**src/rtl/fb_scanout.sv**
```systemverilog
// fb_scanout: framebuffer scanout stage. Prefetches the front buffer from VRAM
// into a small FIFO, hands out one RGB565 pixel per display-enable cycle, and
// returns a one-cycle vsync pulse so buffer swaps land on frame boundaries.
//
// VRAM read handshake: vram_sel_o and vram_addr_o rise together and are held
// stable until the cycle in which vram_ack_i is high; that cycle carries
// vram_data_in_i and retires the request. At most one request is outstanding.
module fb_scanout #(
   parameter int          FB_WIDTH        = 320,
   parameter int          FB_HEIGHT       = 240,
   parameter int          FIFO_DEPTH      = 16,
   parameter logic [15:0] UNDERFLOW_COLOR = 16'h0000
) (
   input  logic        clk,
   input  logic        reset_i,
   input  logic [31:0] front_addr_i,
   input  logic        frame_start_i,
   input  logic        de_i,
   output logic [15:0] pixel_o,
   output logic        pixel_valid_o,
   output logic        underflow_o,
   output logic        vsync_o,
   output logic        vram_sel_o,
   output logic [31:0] vram_addr_o,
   input  logic        vram_ack_i,
   input  logic [15:0] vram_data_in_i
);

   localparam int TOTAL = FB_WIDTH * FB_HEIGHT;
   localparam int CNT_W = $clog2(TOTAL + 1);
   localparam int PTR_W = $clog2(FIFO_DEPTH);
   localparam logic [CNT_W-1:0] TOTAL_C = CNT_W'(TOTAL);
   localparam logic [PTR_W:0]   DEPTH_C = (PTR_W + 1)'(FIFO_DEPTH);

   typedef enum logic [1:0] {
      S_IDLE  = 2'd0,
      S_FETCH = 2'd1,
      S_WAIT  = 2'd2,
      S_FLUSH = 2'd3
   } state_t;

   state_t            state_q, state_d;
   logic [31:0]       base_q;
   logic [CNT_W-1:0]  fetch_cnt;

   logic [15:0]       fifo_mem [FIFO_DEPTH];
   logic [PTR_W-1:0]  wr_ptr, rd_ptr;
   logic [PTR_W:0]    fifo_count;
   logic              fifo_empty;

   logic              issue;       // launch a read this cycle
   logic              req_done;    // outstanding read retires this cycle
   logic              push;        // ack data is kept
   logic              pop;         // a pixel leaves the FIFO
   logic              clear;       // new frame: empty FIFO, zero counter, clear underflow
   logic              latch_base;  // capture front_addr_i
   logic              vsync_d;

   assign fifo_empty = (fifo_count == '0);
   // A frame restart wins over a pop in the same cycle.
   assign pop = de_i && !fifo_empty && !clear;

   // Next-state and control decode; frame_start_i has priority everywhere.
   always_comb begin
      state_d    = state_q;
      issue      = 1'b0;
      req_done   = 1'b0;
      push       = 1'b0;
      clear      = 1'b0;
      latch_base = 1'b0;
      vsync_d    = 1'b0;
      case (state_q)
         S_IDLE: begin
            if (frame_start_i) begin
               state_d    = S_FETCH;
               clear      = 1'b1;
               latch_base = 1'b1;
               vsync_d    = 1'b1;
            end
         end
         S_FETCH: begin
            if (frame_start_i) begin
               state_d    = S_FETCH;
               clear      = 1'b1;
               latch_base = 1'b1;
               vsync_d    = 1'b1;
            end else if ((fifo_count < DEPTH_C) && (fetch_cnt < TOTAL_C)) begin
               issue   = 1'b1;
               state_d = S_WAIT;
            end
         end
         S_WAIT: begin
            if (frame_start_i) begin
               latch_base = 1'b1;
               vsync_d    = 1'b1;
               if (vram_ack_i) begin
                  // Request completes right now: nothing left to drain.
                  req_done = 1'b1;
                  clear    = 1'b1;
                  state_d  = S_FETCH;
               end else begin
                  state_d = S_FLUSH;
               end
            end else if (vram_ack_i) begin
               req_done = 1'b1;
               push     = 1'b1;
               state_d  = S_FETCH;
            end
         end
         S_FLUSH: begin
            // Stale data from the old frame is dropped; only the address moves.
            if (frame_start_i) begin
               latch_base = 1'b1;
            end
            if (vram_ack_i) begin
               req_done = 1'b1;
               clear    = 1'b1;
               state_d  = S_FETCH;
            end
         end
         default: state_d = S_IDLE;
      endcase
   end

   // State, base address, fetch counter, vsync and VRAM request registers.
   always_ff @(posedge clk) begin
      if (reset_i) begin
         state_q     <= S_IDLE;
         base_q      <= '0;
         fetch_cnt   <= '0;
         vsync_o     <= 1'b0;
         vram_sel_o  <= 1'b0;
         vram_addr_o <= '0;
      end else begin
         state_q <= state_d;
         vsync_o <= vsync_d;
         if (latch_base) begin
            base_q <= front_addr_i;
         end
         if (clear) begin
            fetch_cnt <= '0;
         end else if (push) begin
            fetch_cnt <= fetch_cnt + 1'b1;
         end
         if (issue) begin
            vram_sel_o  <= 1'b1;
            vram_addr_o <= base_q + 32'(fetch_cnt);
         end else if (req_done) begin
            vram_sel_o <= 1'b0;
         end
      end
   end

   // FIFO storage; pointers alone define validity, so no reset is needed.
   always_ff @(posedge clk) begin
      if (push) begin
         fifo_mem[wr_ptr] <= vram_data_in_i;
      end
   end

   // FIFO pointers and occupancy.
   always_ff @(posedge clk) begin
      if (reset_i || clear) begin
         wr_ptr     <= '0;
         rd_ptr     <= '0;
         fifo_count <= '0;
      end else begin
         if (push) begin
            wr_ptr <= wr_ptr + 1'b1;
         end
         if (pop) begin
            rd_ptr <= rd_ptr + 1'b1;
         end
         case ({push, pop})
            2'b10:   fifo_count <= fifo_count + 1'b1;
            2'b01:   fifo_count <= fifo_count - 1'b1;
            default: fifo_count <= fifo_count;
         endcase
      end
   end

   // Registered pixel output and sticky underflow flag.
   always_ff @(posedge clk) begin
      if (reset_i) begin
         pixel_o       <= '0;
         pixel_valid_o <= 1'b0;
         underflow_o   <= 1'b0;
      end else begin
         if (de_i) begin
            if (pop) begin
               pixel_o       <= fifo_mem[rd_ptr];
               pixel_valid_o <= 1'b1;
            end else begin
               pixel_o       <= UNDERFLOW_COLOR;
               pixel_valid_o <= 1'b0;
            end
         end else begin
            pixel_valid_o <= 1'b0;
         end
         if (clear) begin
            underflow_o <= 1'b0;
         end else if (de_i && fifo_empty) begin
            underflow_o <= 1'b1;
         end
      end
   end

endmodule
```
**config.mk**
```make
export PLATFORM = sky130hd
export DESIGN_NAME = fb_scanout
export DESIGN_NICKNAME = d
export VERILOG_FILES = /design/src/rtl/fb_scanout.sv
export SDC_FILE = /design/constraint.sdc
export NUM_CORES = 1
export LEC_CHECK = 0
export CAP_MARGIN = 10
export CORE_MARGIN = 4
export CORE_UTILIZATION = 25
export CTS_CLUSTER_DIAMETER = 80
export CTS_CLUSTER_SIZE = 28
export DETAILED_ROUTE_END_ITERATION = 6
export HOLD_SLACK_MARGIN = 0.12
export PLACE_DENSITY_LB_ADDON = 0.1
export SETUP_SLACK_MARGIN = 0.15
export SYNTH_ARGS = -nofsm -noshare
export SYNTH_HDL_FRONTEND = slang
export SYNTH_SLANG_ARGS = --single-unit
```
**constraint.sdc**
```tcl
create_clock -name clk -period 8.32 [get_ports clk]
set_input_delay 1.248 -clock clk [delete_from_list [all_inputs] [get_ports clk]]
set_output_delay 1.248 -clock clk [all_outputs]
set_load 0.05 [all_outputs]
```
==> results of run 1 <==
sequential cells by signal, indices dropped and copies added, names as in the netlist, 4 cells and up, named ones only:
register	cells
wr_ptr	4
base_q	32
vram_addr_o	32
pixel_o	16
fifo_count	5
fetch_cnt	17
fifo_mem	256
rd_ptr	4
logic make-up (layout without fill, tap and decap cells):
group,Yosys count,in the layout,synth area share
muxes,114,114,0.139
xor gates and xnor gates,53,53,0.0302
adders and majority gates,27,27,0.0225
and+or+nand+nor,267,267,0.0795
DFF,376,376,0.657
buffers and inverters,64,188,0.0180
AOI/OAI and AO/OA,127,127,0.0532
worst paths after layout:
kind,start,to,slack (ns),depth (start not counted)
worst max-delay path,de_i,fifo_count[4],3.81,13
worst min-delay path,vram_addr_o[6],vram_addr_o[6],0.45,2
worst max register to register,fifo_count[1],fifo_count[4],4.90,13
worst min register to register,vram_addr_o[6],vram_addr_o[6],0.45,2
cell usage after synthesis, types with 3 or more instances:
master    instances  area, sq um
edfxtp_1        256         7690
dfxtp_1         120         2400
nor2_1          119          447
mux4_2           80         1800
nand2_1          60          225
a21oi_1          52          260
xor2_1           38          333
mux2i_1          34          340
clkbuf_1         26         97.6
ha_1             26          325
nor2b_1          20          125
a211oi_1         17          128
o21ai_0          16         80.1
xnor2_1          15          131
buf_2            14         70.1
and3_1           12         75.1
nand3_1          12         60.1
nor3_1           11         55.1
a21o_1           10         75.1
buf_1            10         37.5
inv_1             9         33.8
nand4_1           9         56.3
a31oi_1           6         37.5
nand2b_1          6         37.5
and4_1            5         43.8
buf_4             5         37.5
o211ai_1          5         37.5
o21bai_1          4         30.0
or3_1             4         25.0
a21boi_0          3         22.5
area by class of cell:
| class | instances | share of cell area |
|---|---|---|
| tap | 782 | 0.0534 |
| sequential | 376 | 0.550 |
| clock buffer | 27 | 0.0368 |
| clock inverter | 22 | 0.0156 |
| timing repair buffer | 130 | 0.0670 |
| multi-input combinational | 588 | 0.275 |
| inverter | 9 | 0.00184 |
worst register-to-register path, cell delays in order, from the launching register on:
cell and delay, ns:
dfxtp_1 0.46, nor3_1 0.13, a21bo_2 0.27, nor2_2 0.71
ha_1 0.49, xor2_1 0.12, ha_1 0.19, a21oi_1 0.23
nor2b_1 0.08, o21ai_0 0.16, a21oi_1 0.09, o21bai_1 0.17
xor2_1 0.15, nor2_1 0.05
metrics by stage:
stage	setup slack (ns)	hold WS, ns
6_report	3.81	0.455
5_1_grt	3.45	0.473
4_1_cts	3.81	0.459
3_5_place_dp	3.16	0.448
3_3_place_gp	3.15	0.444
2_1_floorplan	4.39	0.467
per-layer routing:
metal	global-route usage	wire length (microns)
met3	0.0167	1170
met5	0	0
met4	0.0254	833
met1	0.169	19300
met2	0.194	18400
power by group:
part / internal [mW] / total [mW] / switching, mW
Combinational: 0.0568 / 0.147 / 0.0906
Sequential: 2.01 / 2.02 / 0.0137
Clock: 0.658 / 1.45 / 0.791
==> flow_summary.json, run 1 <==
{
  "core_area_sq_mm": 0.0606,
  "fillerInstances": 6003,
  "crit_type": "in2reg",
  "wl_per_cell_microns": 20.6,
  "skew_ns": 0.0176,
  "post_cts_buffers": 0,
  "initial_core_util": 0.253,
  "stdcell_count": 1934,
  "wl_microns": 39800,
  "synth_edf_count": 256,
  "status": "complete, no violations",
  "diodes": 0,
  "p_per_area_mw_per_mm2": 197,
  "grt_antenna_before_repair": 0,
  "grt.total_usage": 0.119,
  "grt_max_degree": 54,
  "finalSetupViolations": 0,
  "synth_cells": 1028,
  "cts_resized": 0,
  "utilization": 0.303,
  "register_area_sq_mm": 0.0101,
  "cts_buffers": 27,
  "yosys_warnings": 0,
  "cts_hold_buf": 0,
  "async_flop_share": 0,
  "setup_tns_ns": 0,
  "first_pass_iters": 4,
  "grt_pass1_wl_microns": 59700,
  "syn_to_final_growth_pct": 19.4,
  "num_io_pins": 105,
  "start_kind": "primary input",
  "arrival_ns": 4.97,
  "cts_buffer_depth": 3,
  "drt-initial-drc-count": 463,
  "syn-cell-area_sq_mm": 0.0154,
  "finalHoldViolCount": 0,
  "irDropWorstVdd_mv": 0.149,
  "path_buf_inv": 1,
  "gp_congestion": 0.751,
  "timing.fmax_mhz": 222,
  "fin_area_sq_mm": 0.0183,
  "antenna_left": 0,
  "rows": 90,
  "clock_latency_ns": 0.60,
  "layout_common_cells": "edfxtp_1, dfxtp_1, nor2_1",
  "finalCriticalPeriod_ns": 4.51,
  "dpl.cell_count": 1885,
  "grt_pass1_vias": 8873,
  "yosysUniqueCellTypes": 50,
  "grt_remaining_overflow": 0,
  "htreeDepth": 1,
  "crit_chain": "clkdlybuf4s50_1 -> a21bo_2 -> nor2_2 -> ha_1 -> xor2_1 -> ha_1 -> a21oi_1 -> nor2b_1 -> o21ai_0 -> a21oi_1 -> o21bai_1 -> xor2_1 -> nor2_1",
  "port_buffers": 104,
  "clkSlewWorstSetupHoldPaths_ns": 0.08,
  "worstMarginPinSlew_ns": 0.989,
  "synth_seq_cells": 376,
  "cts_tree": "built",
  "syn_nets": 1108,
  "yosys_most_used_dff": "edfxtp_1",
  "cts_root_buffer": "clkbuf_16",
  "route.detailed.drc": 0,
  "cts.sinks": 376,
  "critPathCaptureType": "flip-flop",
  "vias": 8591,
  "place_area_sq_mm": 0.0174,
  "rsz0062_at_grt": "no",
  "avgSynthCellArea_sq_um": 14.9,
  "final_common_cell": "edfxtp_1",
  "drv_slew": 0,
  "hold_path.class": "reg2reg",
  "dieArea_sq_mm": 0.0655,
  "finalPower_mw": 3.62,
  "multi_input_area_sq_mm": 0.00504,
  "maxCapViolations": 0,
  "final_nets": 1212,
  "path_max_fanout": 21,
  "cp.required_ns": 8.78,
  "finalCritPeriodShare": 0.543,
  "die_x_microns": 256,
  "dp_hpwl_microns": 25700,
  "crit_family": "compound AO/OA/AOI/OAI gates",
  "cpPeakStageDelay_ns": 0.95,
  "slew_headroom": 0.337,
  "drive_gt1_frac": 0.161,
  "worst_path_max_delay_cell": "clkdlybuf4s50_1",
  "leakage_nw": 6.01,
  "die_y_microns": 256,
  "synth_seq_area_share": 0.657,
  "viasPerCell": 4.44
}
Power figures use the tool's default switching activity.
==> inputs of run 2 (changes only) <==
- clock period: 8.32 -> 3.75 ns (I/O delays scaled with it)
==> run 2 against run 1 <==
  * Sequential share of layout area fell by 0.59 points
  * Clock power is 130% higher
  * Clock skew increased by 0.024 ns
  * Final area up 1.1%
  * Sequential cell count stayed put
  * Die area unchanged
  * First-iteration DRC count increased by 3.0%
  * Setup slack got worse by 2.7 ns
  * Core utilization is 0.33 points higher
  * Routed wire length rose by 1.5%
  * Largest power group unchanged
  * Highest routed layer unchanged
==> flow_summary.json, run 2 (same netlist as run 1, synthesis figures left out) <==
{
  "irDropWorstVdd_mv": 0.347,
  "met3_usage": 0.0237,
  "grt_antenna_before_repair": 0,
  "initial_core_util": 0.253,
  "post_cts_buffers": 0,
  "antenna_left": 0,
  "layout_common_cells": "edfxtp_1, dfxtp_1, nor2_1",
  "worstReg2RegEnd": "vram_addr_o[28]",
  "gp_congestion": 0.758,
  "grt_remaining_overflow": 0,
  "dieArea_sq_mm": 0.0655,
  "drv_slew": 0,
  "worst_path_max_delay_cell": "clkdlybuf4s50_1",
  "grt_max_degree": 48,
  "htreeDepth": 1,
  "arrival_ns": 3.17,
  "finalCriticalPeriod_ns": 2.69,
  "drive_gt1_frac": 0.175,
  "p_per_area_mw_per_mm2": 441,
  "clock_latency_ns": 0.61,
  "cts_buffer_depth": 3,
  "fin_ws_ns": 1.06,
  "cpPeakStageDelay_ns": 0.49,
  "start_kind": "primary input",
  "grt_pass1_wl_microns": 60700,
  "rows": 90,
  "cts_buffers": 29,
  "min-delay-start": "frame_start_i",
  "die_y_microns": 256,
  "clkSlewWorstSetupHoldPaths_ns": 0.09,
  "dp_hpwl_microns": 26600,
  "num_io_pins": 105,
  "largest_register": "fifo_mem",
  "cts.sinks": 376,
  "wl_per_cell_microns": 20.7,
  "r2r.worst_path.cells": 9,
  "stdcell_count": 1955,
  "cp.required_ns": 4.23,
  "viasPerCell": 4.49,
  "r2r_slack_ns": 1.08,
  "post-place-ws_ns": 0.429,
  "finalHoldViolCount": 0,
  "use_met2": 0.195,
  "final_common_cell": "edfxtp_1",
  "diodes": 0,
  "reg.largest.list": "fifo_mem x256, base_q x32, vram_addr_o x32",
  "rsz0062_at_grt": "no",
  "path_max_fanout": 9,
  "min_to": "state_q[0]",
  "reg2reg_from": "fetch_cnt[0]",
  "hold-path-cell-count": 3,
  "finalCritPeriodShare": 0.718,
  "use_met1": 0.172,
  "core_area_sq_mm": 0.0606,
  "worstMarginPinSlew_ns": 0.698,
  "die_x_microns": 256,
  "crit_type": "in2reg",
  "cts_root_buffer": "clkbuf_16",
  "skew_ns": 0.0421,
  "final_nets": 1230,
  "route.detailed.drc": 0,
  "cts_resized": 0,
  "leakage_nw": 6.13,
  "timing.fmax_mhz": 371,
  "cts_hold_buf": 0,
  "syn_to_final_growth_pct": 20.7,
  "grt.total_usage": 0.121,
  "wl_microns": 40400,
  "crit_chain": "clkdlybuf4s50_1 -> nand2b_1 -> a21boi_0 -> nor2_2 -> ha_1 -> xor2_1 -> ha_1 -> a21oi_1 -> nor2b_1 -> o21ai_0 -> a21oi_1 -> o21bai_1 -> xor2_1 -> nor2_1",
  "largest_reg_flops": 256,
  "port_buffers": 104,
  "slew_headroom": 0.535,
  "critPathCaptureType": "flip-flop",
  "hold_path.class": "in2reg",
  "dpl.cell_count": 1901,
  "setup_tns_ns": 0,
  "drt-initial-drc-count": 477,
  "grt_pass1_vias": 8951,
  "finalSetupViolations": 0,
  "busiest_layer": "met2",
  "cts_tree": "built",
  "first_pass_iters": 5,
  "maxCapViolations": 0,
  "status": "complete, no violations",
  "vias": 8773
}
[run 2: cell type report]
type / count / area [sq um]
flip-flops and latches: 376 / 10100
multi-input cells: 588 / 5040
clock buffers: 30 / 729
inverters: 9 / 33.8
fillers: 6039 / 42000
repair buffers: 146 / 1370
clock inverters: 24 / 287
well taps: 782 / 978
[run 2: worst max path at each step]
stage	startpoint	endpoint	slack [ns]	cells after the start
floorplan	frame_start_i	fifo_count[4]	0.51	17
global route	vram_ack_i	fifo_count[4]	0.83	14
CTS	fetch_cnt[0]	vram_addr_o[28]	1.06	9
finish	vram_ack_i	fifo_count[4]	1.06	14
detailed placement	vram_ack_i	fifo_count[4]	0.43	14
global placement	vram_ack_i	fifo_count[4]	0.36	14
[run 2: per-stage QoR]
| stage | power [mW] | hold WS (ns) | utilization | cell area [sq um] |
|---|---|---|---|---|
| floorplan | 4.75 | 0.467 | - | 15400 |
| global placement | 4.92 | 0.440 | 0.289 | 17500 |
| detailed placement | 4.92 | 0.447 | 0.289 | 17500 |
| CTS | 8.33 | 0.310 | 0.306 | 18500 |
| global route | 8.52 | 0.340 | 0.306 | 18500 |
| finish | 8.17 | 0.355 | 0.306 | 18500 |
[run 2: critical path: cells and delay by family]
kind | cells | cell delay [ns]
and+or+nand+nor | 4 | 0.33
AOI/OAI and AO/OA | 5 | 0.96
xor gates and xnor gates | 2 | 0.33
buffers and inverters | 1 | 0.49
adders and majority gates | 2 | 0.49
[run 2: where the power goes]
group | total (mW) | internal (mW) | switching (mW)
registers | 4.48 | 4.45 | 0.0318
clock network | 3.35 | 1.56 | 1.79
logic | 0.331 | 0.129 | 0.202
total | 8.17 | 6.15 | 2.02
[run 2: layer usage]
| metal | vias up | wire [microns] | part of all wire |
|---|---|---|---|
| met5 | - | 0 | 0 |
| met4 | 0 | 550 | 0.014 |
| met3 | 37 | 1920 | 0.048 |
| met2 | 152 | 18700 | 0.46 |
| met1 | 4453 | 19200 | 0.48 |
| li1 | 4131 | - | - |
==> inputs of run 3 (changes only) <==
- clock period: 3.75 -> 2.7 ns (I/O delays scaled with it)
==> run 3 against run 2 <==
  * Highest routed layer is now met5
  * Die area stayed put
  * Total power rose by 39%
  * Clock-buffer cell count down 3
  * Critical path depth down 6
==> flow_summary.json, run 3 (same netlist as run 1, synthesis figures left out) <==
{
  "status": "complete, no violations",
  "route.detailed.drc": 0,
  "grt_max_degree": 48,
  "crit_type": "reg2reg",
  "p_switching_mw": 2.68,
  "start_kind": "flip-flop",
  "arrival_ns": 2.91,
  "drt-initial-drc-count": 422,
  "fin_ws_ns": 0.295,
  "finalCritPeriodShare": 0.891,
  "final_nets": 1258,
  "skew_ns": 0.0448,
  "worst_path_max_delay_cell": "ha_2",
  "hold_path.class": "in2reg",
  "final_common_cell": "edfxtp_1",
  "fillerInstances": 5970,
  "busiest_layer": "met2",
  "largest_register": "fifo_mem",
  "reg.largest.list": "fifo_mem x256, base_q x32, vram_addr_o x32",
  "num_io_pins": 105,
  "setup_tns_ns": 0,
  "use_met2": 0.196,
  "grt_pass1_wl_microns": 61400,
  "pwr-share-comb": 0.041,
  "drv_slew": 0,
  "core_area_sq_mm": 0.0606,
  "rows": 90,
  "port_buffers": 104,
  "internal_power_mw": 8.67,
  "first_pass_iters": 5,
  "grt_remaining_overflow": 0,
  "critPathCaptureType": "flip-flop",
  "syn_to_final_growth_pct": 24.4,
  "utilization": 0.315,
  "largest_reg_flops": 256,
  "irDropWorstVdd_mv": 0.420,
  "slew_headroom": 0.563,
  "cts_buffer_depth": 3,
  "grt_antenna_before_repair": 3,
  "clock_latency_ns": 0.60,
  "wl_per_cell_microns": 20.6,
  "post-place-ws_ns": -0.0233,
  "worstMarginPinSlew_ns": 0.653,
  "multi_input_area_sq_mm": 0.00510,
  "diodes": 0,
  "initial_core_util": 0.253,
  "cts_buffers": 27,
  "antenna_left": 0,
  "maxCapViolations": 0,
  "finalCriticalPeriod_ns": 2.40,
  "finalSetupViolations": 0,
  "leakage_nw": 6.31,
  "viasPerCell": 4.49,
  "cpPeakStageDelay_ns": 0.40,
  "rsz0062_at_grt": "no",
  "crit_chain": "ha_2 -> nand4_1 -> nor2_1 -> o21ai_1 -> a21oi_4 -> o2111ai_2 -> or3_1 -> a311oi_2",
  "cts_root_buffer": "clkbuf_16",
  "dieArea_sq_mm": 0.0655,
  "p_per_area_mw_per_mm2": 594,
  "cts_tree": "built",
  "dp_hpwl_microns": 26900,
  "path_max_fanout": 6,
  "register_area_sq_mm": 0.0101,
  "cp.required_ns": 3.20,
  "die_x_microns": 256,
  "clkPwrFrac": 0.410,
  "grt.total_usage": 0.123,
  "vias": 8898,
  "htreeDepth": 1,
  "die_y_microns": 256,
  "timing.fmax_mhz": 416,
  "crit_family": "compound AO/OA/AOI/OAI gates",
  "seqPwrFrac": 0.549,
  "drive_gt1_frac": 0.203,
  "layout_common_cells": "edfxtp_1, dfxtp_1, nor2_1",
  "gp_congestion": 0.747,
  "fin_area_sq_mm": 0.0191,
  "met3_usage": 0.0237,
  "clkSlewWorstSetupHoldPaths_ns": 0.10,
  "place_area_sq_mm": 0.0180,
  "hold_slack_ns": 0.163,
  "cts.sinks": 376,
  "use_met1": 0.174,
  "wl_microns": 40700,
  "grt_pass1_vias": 9158,
  "finalHoldViolCount": 0,
  "switching_share": 0.236,
  "path_buf_inv": 0
}
## run 3: final cells by class
class | instances | area share
repair buffers | 176 | 0.0981
inverters | 9 | 0.00177
multi-input cells | 588 | 0.267
clock inverters | 23 | 0.0181
well taps | 782 | 0.0512
flip-flops and latches | 376 | 0.528
clock buffers | 27 | 0.0354
## run 3: worst paths after layout
check / startpoint / end / slack (ns) / depth (start not counted)
worst max-delay path: fetch_cnt[10] / vram_addr_o[31] / 0.30 / 8
worst min-delay path: frame_start_i / vsync_o / 0.16 / 3
worst max register to register: fetch_cnt[10] / vram_addr_o[31] / 0.30 / 8
worst min register to register: vram_addr_o[4] / vram_addr_o[4] / 0.46 / 2
## run 3: stage by stage
stage | power, mW | std cells
detailed placement | 6.84 | 1930
finish | 11.3 | 1981
floorplan | 6.59 | 1028
CTS | 11.6 | 1981
global route | 11.8 | 1981
global placement | 6.84 | 1930
## run 3: worst reg2reg max path, delay by kind of cell, from the launching register on
kind,cells,cell delay (ns)
compound gates,4,0.92
fa+ha+maj,1,0.41
flops,1,0.38
simple gates,3,0.65
## run 3: what timing repair did
action                     4_1_cts  5_1_grt
pin swaps                        1        4
hold buffers                     0        0
buffers inserted                 1        0
gates resized for setup          0        7
setup endpoints to repair        3       11
## run 3: routing by layer
metal  part of all wire  wire length (microns)
met4              0.016                    659
met1               0.49                  19800
met3              0.041                   1660
met5             0.0012                     48
met2               0.46                  18600
## run 3: power groups by stage
stage               clock (mW)  combinational, mW  sequential (mW)
global placement             0              0.476             6.36
finish                    4.65              0.468             6.23
CTS                       4.87              0.477             6.23
floorplan                    0              0.181             6.41
detailed placement           0              0.476             6.36
global route              5.06              0.512             6.23
